<file path="config.mk">
export PLATFORM = sky130hd
export DESIGN_NAME = seq_alu
export DESIGN_NICKNAME = d
export VERILOG_FILES = /design/src/rtl/seq_alu_pkg.sv /design/src/rtl/seq_alu_muldiv.sv /design/src/rtl/seq_alu.sv
export SDC_FILE = /design/constraint.sdc
export NUM_CORES = 1
export LEC_CHECK = 0
export ABC_AREA = 1
export CAP_MARGIN = 20
export CORE_UTILIZATION = 33
export CTS_BUF_LIST = sky130_fd_sc_hd__clkbuf_4 sky130_fd_sc_hd__clkbuf_8
export CTS_CLUSTER_DIAMETER = 80
export CTS_CLUSTER_SIZE = 12
export DETAILED_ROUTE_END_ITERATION = 8
export HOLD_SLACK_MARGIN = 0.15
export PLACE_DENSITY = 0.54
export SYNTH_ARGS = -nofsm -noshare
export SYNTH_HDL_FRONTEND = slang
export SYNTH_SLANG_ARGS = --single-unit
</file>
<file path="constraint.sdc">
create_clock -name clk -period 2.5 [get_ports clk]
set_input_delay 0.5 -clock clk [delete_from_list [all_inputs] [get_ports clk]]
set_output_delay 0.5 -clock clk [all_outputs]
set_load 0.01 [all_outputs]
</file>
<file path="src/rtl/seq_alu_pkg.sv">
// Shared definitions for the sequential ALU: operation encodings and FSM state type.
package seq_alu_pkg;

  localparam logic [2:0] OP_AND = 3'b000;
  localparam logic [2:0] OP_OR  = 3'b001;
  localparam logic [2:0] OP_ADD = 3'b010;
  localparam logic [2:0] OP_SUB = 3'b011;
  localparam logic [2:0] OP_MUL = 3'b100;
  localparam logic [2:0] OP_DIV = 3'b101;
  localparam logic [2:0] OP_MOD = 3'b110;
  localparam logic [2:0] OP_ILL = 3'b111;

  typedef enum logic [1:0] {
    IDLE = 2'b00,
    BUSY = 2'b01,
    DONE = 2'b10
  } state_t;

endpackage

</file>
<file path="src/rtl/seq_alu_muldiv.sv">
// Iterative shift-add multiplier / restoring divider, one step per clock for WIDTH steps.
// A single 2*WIDTH register holds {hi, lo} for MUL and {remainder, quotient} for DIV/MOD.
module seq_alu_muldiv
  import seq_alu_pkg::*;
#(
  parameter int WIDTH = 4
) (
  input  logic                 clk,
  input  logic                 rst,
  input  logic                 start,
  input  logic [2:0]           op,
  input  logic [WIDTH-1:0]     a,
  input  logic [WIDTH-1:0]     b,
  output logic                 done,
  output logic [2*WIDTH-1:0]   result
);

  localparam int CW = $clog2(WIDTH + 1);

  logic               active;
  logic [CW-1:0]      count;
  logic [2*WIDTH-1:0] acc;
  logic [2*WIDTH-1:0] acc_nxt;
  logic [WIDTH-1:0]   opnd;
  logic               is_mul;
  logic               is_mod;
  logic [WIDTH:0]     mul_sum;
  logic [WIDTH:0]     shifted;
  logic [WIDTH-1:0]   diff;
  logic               q_bit;
  logic [WIDTH-1:0]   rem_nxt;
  logic [WIDTH-1:0]   quo_nxt;

  assign done = active && (count == CW'(WIDTH - 1));

  // The trial difference only matters when it is non-negative, so it always fits in WIDTH bits.
  always_comb begin
    mul_sum = {1'b0, acc[2*WIDTH-1:WIDTH]} + (acc[0] ? {1'b0, opnd} : {(WIDTH+1){1'b0}});
    shifted = {acc[2*WIDTH-1:WIDTH], acc[WIDTH-1]};
    q_bit   = (shifted >= {1'b0, opnd});
    diff    = shifted[WIDTH-1:0] - opnd;
    rem_nxt = q_bit ? diff : shifted[WIDTH-1:0];
    quo_nxt = {acc[WIDTH-2:0], q_bit};
    if (is_mul) begin
      acc_nxt = {mul_sum, acc[WIDTH-1:1]};
    end else begin
      acc_nxt = {rem_nxt, quo_nxt};
    end
  end

  always_comb begin
    result = acc_nxt;
    if (!is_mul) begin
      result = is_mod ? {{WIDTH{1'b0}}, rem_nxt} : {{WIDTH{1'b0}}, quo_nxt};
    end
  end

  always_ff @(posedge clk) begin
    if (rst) begin
      active <= 1'b0;
      count  <= '0;
      acc    <= '0;
      opnd   <= '0;
      is_mul <= 1'b0;
      is_mod <= 1'b0;
    end else if (start) begin
      active <= 1'b1;
      count  <= '0;
      is_mul <= (op == OP_MUL);
      is_mod <= (op == OP_MOD);
      if (op == OP_MUL) begin
        acc  <= {{WIDTH{1'b0}}, b};
        opnd <= a;
      end else begin
        acc  <= {{WIDTH{1'b0}}, a};
        opnd <= b;
      end
    end else if (active) begin
      acc <= acc_nxt;
      if (done) begin
        active <= 1'b0;
        count  <= '0;
      end else begin
        count <= count + 1'b1;
      end
    end
  end

endmodule

</file>
<file path="src/rtl/seq_alu.sv">
// Sequential ALU top: valid/ready handshake, IDLE/BUSY/DONE control, single-cycle ops
// and the output registers; MUL and non-trivial DIV/MOD run in seq_alu_muldiv.
module seq_alu
  import seq_alu_pkg::*;
#(
  parameter int WIDTH = 4
) (
  input  logic                 clk,
  input  logic                 rst,
  input  logic                 in_valid,
  output logic                 in_ready,
  input  logic [WIDTH-1:0]     a,
  input  logic [WIDTH-1:0]     b,
  input  logic [2:0]           op,
  output logic                 out_valid,
  input  logic                 out_ready,
  output logic [2*WIDTH-1:0]   result,
  output logic                 div0,
  output logic                 err
);

  state_t             state;
  state_t             state_nxt;
  logic               accept;
  logic               iter_op;
  logic               md_start;
  logic               md_done;
  logic [2*WIDTH-1:0] md_result;
  logic [2*WIDTH-1:0] quick_result;
  logic               quick_div0;
  logic               quick_err;
  logic [2*WIDTH-1:0] result_q;
  logic               div0_q;
  logic               err_q;

  assign accept   = in_valid && in_ready;
  assign iter_op  = (op == OP_MUL) || (((op == OP_DIV) || (op == OP_MOD)) && (b != '0));
  assign md_start = accept && iter_op;

  seq_alu_muldiv #(.WIDTH(WIDTH)) u_muldiv (
    .clk    (clk),
    .rst    (rst),
    .start  (md_start),
    .op     (op),
    .a      (a),
    .b      (b),
    .done   (md_done),
    .result (md_result)
  );

  always_ff @(posedge clk) begin
    if (rst) begin
      state <= IDLE;
    end else begin
      state <= state_nxt;
    end
  end

  always_comb begin
    state_nxt = state;
    case (state)
      IDLE: if (accept) state_nxt = iter_op ? BUSY : DONE;
      BUSY: if (md_done) state_nxt = DONE;
      DONE: if (out_ready) state_nxt = IDLE;
      default: state_nxt = IDLE;
    endcase
  end

  // Handshake outputs are forced low for the whole time reset is held.
  always_comb begin
    in_ready  = (state == IDLE) && !rst;
    out_valid = (state == DONE) && !rst;
  end

  always_comb begin
    quick_result = '0;
    quick_div0   = 1'b0;
    quick_err    = 1'b0;
    case (op)
      OP_AND: quick_result = {{WIDTH{1'b0}}, a & b};
      OP_OR:  quick_result = {{WIDTH{1'b0}}, a | b};
      OP_ADD: quick_result = {{WIDTH{1'b0}}, a} + {{WIDTH{1'b0}}, b};
      OP_SUB: quick_result = {{WIDTH{1'b0}}, a} - {{WIDTH{1'b0}}, b};
      OP_MUL: quick_result = '0;
      OP_DIV, OP_MOD: begin
        quick_result = '1;
        quick_div0   = 1'b1;
      end
      default: quick_err = 1'b1;
    endcase
  end

  always_ff @(posedge clk) begin
    if (rst) begin
      result_q <= '0;
      div0_q   <= 1'b0;
      err_q    <= 1'b0;
    end else if (accept) begin
      result_q <= iter_op ? '0 : quick_result;
      div0_q   <= iter_op ? 1'b0 : quick_div0;
      err_q    <= iter_op ? 1'b0 : quick_err;
    end else if (md_done) begin
      result_q <= md_result;
    end
  end

  assign result = rst ? '0 : result_q;
  assign div0   = div0_q && out_valid;
  assign err    = err_q && out_valid;

endmodule

</file>
==> reports/results.txt, run 1 <==
status: completed
WL met3: 238 um
Die Ht: 89.2 um
Max-Cap Viols: 0
DRC: 0
power per cell area: 421 nW/um2
core area: 7290 um2
Hold-fix buffers, CTS: 0
HP Class: flop to flop
via density per instance: 4.80
final setup TNS: 0 ns
global route overflow: 0
actual slew at the worst max-slew pin: 0.424 ns
Fillers: 819
worst-skew pair later-pin latency: 0.28 ns
Num Clock Sinks: 30
Post-Synthesis Cells: 388
First DRT Iteration DRCs: 138
largest net degree at the start of global routing: 22
Seq/Total Area, Yosys: 23.9%
Clock Skew: 0.00884 ns
crit path max fanout: 21
Mapped Avg Cell Area: 6.47 um2
most frequent CP cell: clkdlybuf4s50_1
Initial Util: 34.4%
drt first pass iters: 4
CP endpoint kind: output port
gr usage total: 18.4%
Max transition margin: 71.7%
FF+latch count, synth: 30
yosys warns: 0
crit path DAT: 1.84 ns
Die W: 89.2 um
Metal-1 WL: 3230 um
Post-Synthesis Cell Area: 2510 um2
total CTS buffers: 5
crit path time final: 2.34 ns
Nets: 474
vias post-DR: 2563
IO Port Bufs: 26
DRT antenna net count: 0
Final Max Slew Viols: 0
Total Routed Length: 6580 um
Synth Net Count: 428
final-report hold violation count: 0
crit-path leading delay family: buffers and inverters
clk root buf: clkbuf_8
Ports: 27
n_diodes: 0
initial antenna violation count: 0
Achievable Freq: 0.428 GHz
first-pass GRT wire length: 11100 um
met2 WL: 3000 um
Max Used Layer: met4
Min Hold Slack: 0.467 ns
row count: 31
worst-case clock buffer depth: 2
max incr delay on CP: 0.54 ns
Yosys top cell by area: dfxtp_1
clock transition at the registers of the reported paths: 0.06 ns
final setup vio count: 0
Yosys top cell area share: 23.9%
gp weighted congestion: 0.885
die area: 7960 um2
WP data required: 2.00 ns
H-tree depth: 2
Layout area overhead: 24.3%
Max VDD drop: 0.173 mV
Area contributors post-synth: dfxtp_1 24%, nand2_1 13%, ha_1 10%, inv_1 9.7%, nand3_1 8.4%
share of post-route cells with drive strength above 1: 12.2%
CP startpoint kind: input pin
fin util: 42.8%
CTS tree: built
DP Cell Count: 526
CP bufs+invs: 3
crit path cell chain: clkdlybuf4s50_1, buf_4, nor2_2, clkdlybuf4s50_1
number of global-route vias before repair: 2411
wire per inst: 12.3 um
final period utilization: 93.5%
Crit Path Category: input pin to output port
Static Leakage: 0.00149 uW
fin cells: 534
Post-DP HPWL: 5380 um
CP max stage cell: clkdlybuf4s50_1
RSZ-0062 raised after global routing: false
count of different cell masters after synthesis: 36
[power by group]
part / total, uW / switching [uW] / leakage [uW] / internal, uW
Combinational: 372 / 220 / 0.00120 / 152
Clock: 425 / 192 / 0.0000517 / 233
Sequential: 518 / 16.0 / 0.000244 / 502
[state kept, by name, summed over array words and instances, names as in the netlist]
register and count:
div0_q 1, err_q 1, result_q 8, state 2
u_muldiv.acc 8, u_muldiv.active 1, u_muldiv.count 3, u_muldiv.is_mod 1
u_muldiv.is_mul 1, u_muldiv.opnd 4
[through the flow]
stage	worst slack (ns)	power, uW	area (um2)
6_report	0.162	1320	3120
5_1_grt	0.00807	1400	3120
4_1_cts	0.0925	1320	3120
3_5_place_dp	-0.107	899	3020
3_3_place_gp	-0.0717	900	3020
2_1_floorplan	0.554	763	2510
[cell type report]
type	instances	area [um2]	area share (%)
multi-input combinational	281	1620	51.8
sequential	30	601	19.2
timing repair buffer	48	425	13.6
inverter	68	258	8.26
tap	99	124	3.97
clock buffer	7	90.1	2.89
clock inverter	1	5.00	0.160
[path summary, 6_finish.rpt]
kind / start / end / slack, ns / depth (start not counted)
worst max-delay path: rst / in_ready / 0.16 / 4
worst min-delay path: err_q / err_q / 0.47 / 2
worst min register to register: err_q / err_q / 0.47 / 2
worst max register to register: u_muldiv.acc[5] / result_q[2] / 0.50 / 11
[layout by cell type, fill, tap and decap left out, types with 2 or more instances in the layout]
master	n
nand2_1	88
a21oi_2	2
nor2_2	2
nand3_1	42
dfxtp_1	30
inv_1	65
ha_1	21
nand2_2	2
inv_2	2
a21oi_1	28
o21ai_0	23
nor2_1	26
xor2_1	2
or2_2	3
o22ai_1	3
nor3_1	4
nand4_1	2
clkbuf_8	6
fa_1	4
a211oi_1	2
nor2_4	4
clkdlybuf4s50_1	26
buf_4	22
nand3b_1	2
o21ai_1	6
nand2_4	2
o211ai_1	5
[synth_stat cells, drive strengths merged]
| master | instances |
|---|---|
| nor2 | 32 |
| a21oi | 30 |
| a211oi | 2 |
| o211ai | 5 |
| buf | 4 |
| xnor2 | 1 |
| clkbuf | 5 |
| inv | 68 |
| a31oi | 1 |
| nand3b | 2 |
| fa | 4 |
| xor2 | 2 |
| nand4 | 2 |
| o31ai | 1 |
| ha | 21 |
| o22ai | 3 |
| a21boi | 1 |
| or2 | 3 |
| nand2 | 92 |
| dfxtp | 30 |
| nor3 | 6 |
| o21ai | 30 |
| nand3 | 43 |
[per-layer routing]
layer / global-route usage [%] / up-vias
met1: 24.9 / 1150
li1: - / 1347
met4: 7.22 / 0
met3: 2.59 / 6
met5: 0 / -
met2: 29.6 / 60
[repair_timing]
item                                    4_1_cts  5_1_grt
endpoints found under the setup margin        0        2
gates resized for setup                       0        1
setup buffers                                 0        0
[worst register-to-register path, stage by stage (launching register included)]
cell     delay (ns)
dfxtp_1        0.48
ha_1           0.33
a21oi_1        0.23
nand2_1        0.09
nand2_1        0.16
nand2_1        0.15
nand2_1        0.12
nand3_1        0.07
nand2_1        0.07
nand2_1        0.06
nand2_1        0.07
a21oi_2        0.05
[cells by family after synthesis]
| group | after synthesis | synth area share (%) |
|---|---|---|
| simple gates | 180 | 33.0 |
| buf+inv | 77 | 11.9 |
| compound gates | 73 | 16.5 |
| flops | 30 | 23.9 |
| fa+ha+maj | 25 | 13.7 |
| xor+xnor | 3 | 1.05 |
Power figures use the tool's default switching activity.
==> inputs of run 2 (changes only) <==
--- a/config.mk
+++ b/config.mk
@@ -14,6 +14,8 @@
 export DETAILED_ROUTE_END_ITERATION = 8
 export HOLD_SLACK_MARGIN = 0.15
 export PLACE_DENSITY = 0.54
+export REMOVE_ABC_BUFFERS = 1
+export SLEW_MARGIN = 20
 export SYNTH_ARGS = -nofsm -noshare
 export SYNTH_HDL_FRONTEND = slang
 export SYNTH_SLANG_ARGS = --single-unit
==> run 2 against run 1 <==
Cell area increased by 0.36%. Clock-buffer cell count unchanged. Clock power increased by 20%. Worst setup slack got worse by 0.033 ns. Largest cell class unchanged. Critical path depth unchanged. Power increased by 6.6%. Critical path type unchanged. Hold slack got worse by 0.0069 ns. First-iteration DRC count decreased by 28%. Cell count decreased by 0.19%. Highest routed layer unchanged. Critical endpoint unchanged. Sequential share of layout area decreased by 0.069 points. Flip-flop and latch count unchanged.
==> reports/results.txt, run 2 (same netlist as run 1, synthesis figures left out) <==
First DRT Iteration DRCs: 100 (was 138)
Num Clock Sinks: 30 (unchanged)
Layout area overhead: 24.7% (was 24.3%)
Max VDD drop: 0.185 mV (was 0.173 mV)
CP endpoint kind: output port (unchanged)
crit path DAT: 1.87 ns (was 1.84 ns)
fin util: 42.9% (was 42.8%)
sw frac: 30.6% (was 32.5%)
CTS tree: built (unchanged)
M1 GR Usage: 23.1% (was 24.9%)
IO Port Bufs: 26 (unchanged)
die area: 7960 um2 (unchanged)
Clock Skew: 0.00438 ns (was 0.00884 ns)
H-tree depth: 2 (unchanged)
grt met3 use: 3.23% (was 2.59%)
gp weighted congestion: 0.886 (was 0.885)
Final Max Slew Viols: 0 (unchanged)
R2R Path Start: u_muldiv.acc[5] (unchanged)
Post-DP HPWL: 5370 um (was 5380 um)
clk root buf: clkbuf_8 (unchanged)
gr usage total: 18.1% (was 18.4%)
clock transition at the registers of the reported paths: 0.06 ns (about the same)
number of global-route vias before repair: 2380 (was 2411)
power per cell area: 448 nW/um2 (was 421 nW/um2)
status: completed (unchanged)
global route overflow: 0 (unchanged)
Worst Setup Slack, final: 0.129 ns (was 0.162 ns)
Die Ht: 89.2 um (unchanged)
Achievable Freq: 0.422 GHz (was 0.428 GHz)
HP Class: flop to flop (unchanged)
Ports: 27 (unchanged)
Crit Path Category: input pin to output port (unchanged)
core area: 7290 um2 (unchanged)
n_diodes: 0 (unchanged)
Static Leakage: 0.00149 uW (about the same)
crit path time final: 2.37 ns (was 2.34 ns)
Die W: 89.2 um (unchanged)
final period utilization: 94.9% (was 93.5%)
most frequent cells in the layout: 88 x nand2_1, 65 x inv_1, 42 x nand3_1 (unchanged)
worst-skew pair later-pin latency: 0.29 ns (was 0.28 ns)
R2R cell count: 11 (unchanged)
internal power: 974 uW (was 887 uW)
final-report hold violation count: 0 (unchanged)
actual slew at the worst max-slew pin: 0.478 ns (was 0.424 ns)
Net Sw Power: 429 uW (was 428 uW)
RSZ-0062 raised after global routing: false (unchanged)
Hold Path Depth: 2 (unchanged)
CP startpoint kind: input pin (unchanged)
worst-case clock buffer depth: 2 (unchanged)
total CTS buffers: 5 (unchanged)
largest net degree at the start of global routing: 19 (was 22)
Total Routed Length: 6620 um (was 6580 um)
wire per inst: 12.4 um (was 12.3 um)
Max-Cap Viols: 0 (unchanged)
busiest grt layer: met2 (unchanged)
initial antenna violation count: 0 (unchanged)
crit path max fanout: 18 (was 21)
via density per instance: 4.82 (was 4.80)
Critical path origin: rst (unchanged)
DRC: 0 (unchanged)
share of post-route cells with drive strength above 1: 12.0% (was 12.2%)
Nets: 473 (was 474)
Fillers: 816 (was 819)
DP Cell Count: 525 (was 526)
Max transition margin: 68.1% (was 71.7%)
row count: 31 (unchanged)
final setup vio count: 0 (unchanged)
Comb pwr share: 26.4% (was 28.3%)
DRT antenna net count: 0 (unchanged)
routing usage on met2: 31.2% (was 29.6%)
top flop regs: result_q x8, u_muldiv.acc x8, u_muldiv.opnd x4 (unchanged)
Seq pwr share: 37.1% (was 39.4%)
commonest non-fill, non-tap cell in the layout: nand2_1 (unchanged)
fin cells: 533 (was 534)
vias post-DR: 2569 (was 2563)
clock share of power: 36.5% (was 32.3%)
Initial Util: 34.4% (unchanged)
Post-Place Worst Slack: -0.0987 ns (was -0.107 ns)
drt first pass iters: 4 (unchanged)
WP data required: 2.00 ns (about the same)
Worst Hold Launch: err_q (unchanged)
first-pass GRT wire length: 10900 um (was 11100 um)
[run 2: cell type report]
cell class                      count  area, um2  share of cell area [%]
Tap cell                           99        124                    3.96
Timing Repair Buffer               47        418                    13.3
Sequential cell                    30        601                    19.2
Clock inverter                      1       30.0                   0.959
Inverter                           68        258                    8.23
Multi-Input combinational cell    281       1620                    51.7
Clock buffer                        7       83.8                    2.68
[run 2: repair_timing]
action                                  4_1_cts  5_1_grt
setup buffers                                 0        0
hold buffers                                  0        0
resized for setup                             0        1
endpoints found under the setup margin        0        2
[run 2: metal layers]
layer | vias to the layer above | wire length, um
li1 | 1338 | -
met1 | 1157 | 3200
met2 | 64 | 3070
met3 | 10 | 246
met4 | 0 | 109
met5 | - | 0
[run 2: final timing paths]
kind | slack [ns] | end
setup / recovery | 0.13 | in_ready
hold / removal | 0.46 | err_q
setup reg to reg | 0.45 | result_q[2]
hold reg to reg | 0.46 | err_q
[run 2: metrics by stage]
stage / setup TNS [ns] / hold slack (ns) / cell area, um2 / power (uW)
6_report: 0 / 0.460 / 3130 / 1400
5_1_grt: 0 / 0.489 / 3130 / 1480
4_1_cts: 0 / 0.467 / 3130 / 1410
3_5_place_dp: -0.252 / 0.453 / 3010 / 897
3_3_place_gp: -0.190 / 0.456 / 3010 / 898
2_1_floorplan: 0 / 0.434 / 2470 / 754
[run 2: power by group through the flow]
| stage | registers, uW | clock network, uW | logic [uW] |
|---|---|---|---|
| 2_1_floorplan | 525 | 0 | 229 |
| 6_report | 520 | 512 | 371 |
| 5_1_grt | 523 | 541 | 421 |
| 4_1_cts | 520 | 521 | 369 |
| 3_3_place_gp | 530 | 0 | 368 |
| 3_5_place_dp | 530 | 0 | 367 |
[run 2: critical path, cell delays in order]
cell	delay [ns]
clkdlybuf4s50_1	0.46
buf_4	0.23
nor2_2	0.13
clkdlybuf4s50_1	0.54
